==> src/rtl/cpu_pkg.sv <==
// Shared pipeline definitions: branch predictor counter encodings and the
// prediction fields carried through the IF_ID and ID_EX registers.
package cpu_pkg;

  localparam logic [1:0] BP_SNT = 2'b00;
  localparam logic [1:0] BP_WNT = 2'b01;
  localparam logic [1:0] BP_WT  = 2'b10;
  localparam logic [1:0] BP_ST  = 2'b11;

  localparam int BP_ENTRIES = 16;

  localparam int PRED_TAKEN_W = 1;
  localparam int PRED_PC_W    = 32;

  typedef struct packed {
    logic [PRED_TAKEN_W-1:0] taken;
    logic [PRED_PC_W-1:0]    pc;
  } bp_pred_t;

endpackage

==> src/rtl/bp_sat_counter2.sv <==
// Two-bit saturating direction counter, next-state only.
// Holds at ST when taken and at SNT when not taken.
module bp_sat_counter2
  import cpu_pkg::*;
(
  input  logic [1:0] cnt,
  input  logic       taken,
  output logic [1:0] cnt_nxt
);

  always_comb begin
    cnt_nxt = cnt;
    unique case (1'b1)
      (taken && (cnt != BP_ST)):   cnt_nxt = cnt + 2'd1;
      (!taken && (cnt != BP_SNT)): cnt_nxt = cnt - 2'd1;
      default: ;
    endcase
  end

endmodule

==> src/rtl/branch_predictor_btb.sv <==
// Direct-mapped BTB with 2-bit counters: async lookup in IF,
// training and mispredict detection from EX.
module branch_predictor_btb
  import cpu_pkg::*;
#(
  parameter int         ENTRIES  = BP_ENTRIES,
  parameter int         IDX_W    = $clog2(ENTRIES),
  parameter logic [1:0] CNT_INIT = BP_WT
) (
  input  logic        clk,
  input  logic        rst,
  input  logic [31:0] pc_IF,
  output logic        pred_taken_IF,
  output logic [31:0] pred_pc_IF,
  input  logic        upd_valid_EX,
  input  logic [31:0] upd_pc_EX,
  input  logic        upd_is_jal_EX,
  input  logic        upd_taken_EX,
  input  logic [31:0] upd_target_EX,
  input  logic        pred_taken_EX,
  input  logic [31:0] pred_pc_EX,
  output logic        mispredict_EX,
  output logic [31:0] redirect_pc_EX,
  output logic [31:0] stat_br_cnt,
  output logic [31:0] stat_miss_cnt
);

  localparam int TAG_W = 30 - IDX_W;

  logic [ENTRIES-1:0] r_valid;
  logic [ENTRIES-1:0] r_jal;
  logic [1:0]         r_cnt [ENTRIES];
  logic [TAG_W-1:0]   r_tag [ENTRIES];
  logic [31:0]        r_tgt [ENTRIES];
  logic [31:0]        r_br_cnt;
  logic [31:0]        r_miss_cnt;

  logic [IDX_W-1:0] w_if_idx;
  logic [TAG_W-1:0] w_if_tag;
  logic             w_if_hit;
  logic [IDX_W-1:0] w_up_idx;
  logic [TAG_W-1:0] w_up_tag;
  logic             w_up_hit;
  logic             w_train;
  logic             w_alloc;
  logic [1:0]       w_cnt_nxt;

  assign w_if_idx = pc_IF[IDX_W+1:2];
  assign w_if_tag = pc_IF[31:IDX_W+2];
  assign w_if_hit = r_valid[w_if_idx] &&
                    (r_tag[w_if_idx] == w_if_tag);

  assign pred_taken_IF = w_if_hit &&
                         (r_cnt[w_if_idx][1] || r_jal[w_if_idx]);
  assign pred_pc_IF    = pred_taken_IF ? r_tgt[w_if_idx]
                                       : pc_IF + 32'd4;

  assign w_up_idx = upd_pc_EX[IDX_W+1:2];
  assign w_up_tag = upd_pc_EX[31:IDX_W+2];
  assign w_up_hit = r_valid[w_up_idx] &&
                    (r_tag[w_up_idx] == w_up_tag);

  assign w_train = upd_valid_EX && w_up_hit;
  assign w_alloc = upd_valid_EX && !w_up_hit && upd_taken_EX;

  bp_sat_counter2 u_cnt (
    .cnt     (r_cnt[w_up_idx]),
    .taken   (upd_taken_EX),
    .cnt_nxt (w_cnt_nxt)
  );

  always_comb begin
    mispredict_EX  = 1'b0;
    redirect_pc_EX = 32'd0;
    if (upd_valid_EX) begin
      mispredict_EX = (pred_taken_EX != upd_taken_EX) ||
                      (upd_taken_EX &&
                       (pred_pc_EX != upd_target_EX));
      redirect_pc_EX = upd_taken_EX ? upd_target_EX
                                    : upd_pc_EX + 32'd4;
    end
  end

  always_ff @(posedge clk) begin
    if (rst) begin
      r_valid    <= '0;
      r_br_cnt   <= 32'd0;
      r_miss_cnt <= 32'd0;
      for (int i = 0; i < ENTRIES; i++) begin
        r_cnt[i] <= BP_SNT;
      end
    end else begin
      if (upd_valid_EX) r_br_cnt <= r_br_cnt + 32'd1;
      if (mispredict_EX) r_miss_cnt <= r_miss_cnt + 32'd1;
      if (w_train) begin
        r_cnt[w_up_idx] <= w_cnt_nxt;
      end else if (w_alloc) begin
        r_valid[w_up_idx] <= 1'b1;
        r_cnt[w_up_idx]   <= upd_is_jal_EX ? BP_ST : CNT_INIT;
      end
    end
  end

  // Tag/target/kind need no reset: they are qualified by r_valid.
  always_ff @(posedge clk) begin
    if (!rst) begin
      if (w_alloc || (w_train && upd_taken_EX)) begin
        r_tgt[w_up_idx] <= upd_target_EX;
      end
      if (w_alloc) begin
        r_tag[w_up_idx] <= w_up_tag;
        r_jal[w_up_idx] <= upd_is_jal_EX;
      end
    end
  end

  assign stat_br_cnt   = r_br_cnt;
  assign stat_miss_cnt = r_miss_cnt;

endmodule

==> config.mk <==
export PLATFORM = sky130hd
export DESIGN_NAME = branch_predictor_btb
export DESIGN_NICKNAME = d
export VERILOG_FILES = /design/src/rtl/cpu_pkg.sv /design/src/rtl/bp_sat_counter2.sv /design/src/rtl/branch_predictor_btb.sv
export SDC_FILE = /design/constraint.sdc
export NUM_CORES = 2
export LEC_CHECK = 0
export ABC_AREA = 0
export CORE_MARGIN = 2
export CORE_UTILIZATION = 40
export DETAILED_ROUTE_END_ITERATION = 8
export PLACE_DENSITY_LB_ADDON = 0.12
export SYNTH_ARGS = -nofsm -noshare
export SYNTH_HDL_FRONTEND = slang
export SYNTH_SLANG_ARGS = --single-unit
==> constraint.sdc <==
create_clock -name clk -period 10.08 [get_ports clk]
set_input_delay 2.52 -clock clk [delete_from_list [all_inputs] [get_ports clk]]
set_output_delay 2.52 -clock clk [all_outputs]
set_load 0.02 [all_outputs]
==> metrics <==
Comb pwr share 0.086; Setup Buffers After CTS 0; CP Data Arrival Time 6.89 ns; Final Hold Viols 0; critical path depth 11; Setup Skew 0.05304 ns; antenna-violating nets left 0; Syn Inst Count 2691; port bufs 263; Synth top area share 0.6175; Clock transition at path regs 0.06 ns; VDD IR max 0.1468 mV; Remaining DRCs 0; Setup crit start kind primary input; total power draw 9.812 mW; CTS tree built; yosys warns 0; leading area contributor after synthesis edfxtp_1; area of the core 0.1179 mm2; Die ar. 0.1214 mm2; slowest cell on the critical path clkdlybuf4s50_1; NumNets Final 3168; share of power burned in registers 0.492; syn_nets 2832; number of distinct library cells after synthesis 64; commonest cells in the netlist edfxtp_1, mux4_2, nor2_1; largest net degree at the start of global routing 111; post-CTS resize count 0; Clk pwr share 0.421; initial antenna violation count 10; # hold bufs at CTS 0; Pre-Repair DR Iteration Count 5; Fmax 106.3 MHz; Reg2Reg Setup Slack 5.48 ns; Synth Area in XOR/XNOR 0.03322; Net Sw Frac 0.2277; share of layout cells above drive strength 1 0.2337; first-pass GRT wire length 215700 um; Lkg Pwr 18.14 nW; Synth Area in Simple Gates 0.05338; mux cell area share after synthesis 0.2095; Syn Std Cell Area 0.04746 mm2; post-synthesis register bit count 1056; largest family of logic cells by synthesized area multiplexers; worst slack, placed 0.7614 ns; vias in the first global route 28.48k; CP delay by family, top buffers and inverters; Starting Density 0.4025; GPL Wtd Cong 0.8672; Worst-Margin Slew 1.196 ns; CP Data Required Time 7.56 ns; min Tclk post-route 9.408 ns; Die W 348.5 um; Die Ht 348.5 um; CP Capture Type primary output; Placed Area 0.05257 mm2; cells taking the most area after synthesis edfxtp_1, mux4_2, dfxtp_1; crit share post-route 0.9334; clk_lat worst skew 0.71 ns; Worst Hold Class reg2reg; total track usage 0.2517; I/O pin count 264; status finished clean; Critical Path Max Stage Delay 0.55 ns; Syn Area/Cell 17.64 um2; crit-path cells buf_8, buf_12, mux4_2, mux4_2, xor2_1, nor4_1, nand4_1, nor4b_4, buf_12, mux2_1, clkdlybuf4s50_1; Hold Path Stages 1; worst setup path class in2out; routed wire length 154200 um; Cell Int Power 7.578 mW; relative slew slack 0.2013; Final HPWL DP 97510 um; Max Root-Sink Buffers 3; Layout area overhead 18.51%; Routed WL per cell 33.06 um; setup TNS 0 ns; Num CTS Buffers 111; MaxCap Viol Count 0; CTS sink count 1056; switching power 2.234 mW; adder-cell share of the synthesized area 0.002056; Top FF cell, synth edfxtp_1; number of enable flip-flop cells after synthesis 976; Root Driver clkbuf_16; DR iter-0 viols 3183; final instance area 0.05625 mm2; P per Cell Area 174.4 mW/mm2; sequential share of the synthesized area 0.6512; final setup margin 0.6716 ns; vias post-DR 28.25k; num rows 126; complex-gate fraction of the synthesized area 0.03200; top-count cell post-synth edfxtp_1; Pins Over Slew Limit 0; setup violators final 0; Layout Utilization 0.4770; R2R depth 11; Buf/Inv on CP 4; unrepaired setup endpoints after global routing false; routed vias/inst 6.058; worst-path fanout max 52; H-tree lvl count 3; ys async rst share 0; grt ovf 0
[through the flow]
stage,std cells,hold slack [ns]
3_3_place_gp,4450,0.4580
3_5_place_dp,4450,0.4715
6_report,4663,0.4861
5_1_grt,4657,0.4927
4_1_cts,4655,0.4872
2_1_floorplan,2691,0.4424
[sequential cells by signal, summed over array words and instances, names as in the netlist]
register / count
r_jal: 16
r_tag: 416
r_cnt: 32
stat_br_cnt: 32
r_valid: 16
r_tgt: 512
stat_miss_cnt: 32
[layout by cell type (no fill, tap or decap), drive strengths merged, types with 7 or more instances in the layout]
cell and n:
o211a 11, nand2 123, clkbuf 130, nor4b 14, ha 7, and3 33
bufinv 14, nand4 27, clkinv 56, nand2b 7, and2 33, nor4 18
and4 10, a21oi 56, diode 8, nand3 38, nor2b 21, mux4 372
xnor2 91, dfxtp 80, nor2 128, mux2i 116, buf 142, a211oi 14
xor2 89, edfxtp 976, o2bb2ai 15, mux2 36, clkinvlp 7, o21ai 51
or2 7, clkdlybuf4s50 252, a21o 16, a22oi 23, or3 15, inv 22
a22o 9, nor3 16
[cell type report]
| class | instances | area, um2 |
|---|---|---|
| Sequential cell | 1056 | 30910 |
| Timing Repair Buffer | 394 | 3739 |
| Fill cell | 9845 | 61670 |
| Inverter | 24 | 90.09 |
| Clock inverter | 75 | 752.0 |
| Clock buffer | 130 | 2912 |
| Multi-Input combinational cell | 1440 | 15910 |
| Antenna cell | 8 | 20.02 |
| Tap cell | 1536 | 1922 |
[worst paths after layout]
path	from	to
max	pc_IF[2]	pred_pc_IF[9]
min	r_valid[3]$_SDFFE_PP0P_	r_valid[3]$_SDFFE_PP0P_
max reg2reg	r_tag[12][24]$_DFFE_PP_	r_tag[3][16]$_DFFE_PP_
min reg2reg	r_valid[3]$_SDFFE_PP0P_	r_valid[3]$_SDFFE_PP0P_
[power groups by stage]
| stage | clock network [mW] | registers (mW) | logic, mW |
|---|---|---|---|
| after floorplan | 0 | 4.92 | 0.447 |
| after global placement | 0 | 4.92 | 0.837 |
| after detailed placement | 0 | 4.92 | 0.844 |
| after CTS | 4.20 | 4.83 | 0.847 |
| after global routing | 4.37 | 4.83 | 0.887 |
| final | 4.13 | 4.83 | 0.845 |
[per-layer routing]
metal	track usage	wire (um)
met1	0.3486	63720
met3	0.04866	13000
met4	0.07627	4448
met5	0	65
met2	0.4043	72940
[worst reg2reg max path: cells and delay by family (launching register included)]
kind / cells / cell delay, ns
AOI/OAI and AO/OA: 1 / 0.33
buffers and inverters: 2 / 0.96
DFF: 1 / 0.39
muxes: 1 / 0.49
and+or+nand+nor: 7 / 2.00
[kinds of logic (layout without fill, tap and decap cells)]
group | Yosys count | after routing
other cells | 0 | 8
compound gates | 228 | 228
buf+inv | 195 | 623
mux | 524 | 524
flops | 1056 | 1056
simple gates | 500 | 500
fa+ha+maj | 8 | 8
xor+xnor | 180 | 180
Note: power is estimated with default switching activity, not from simulation.
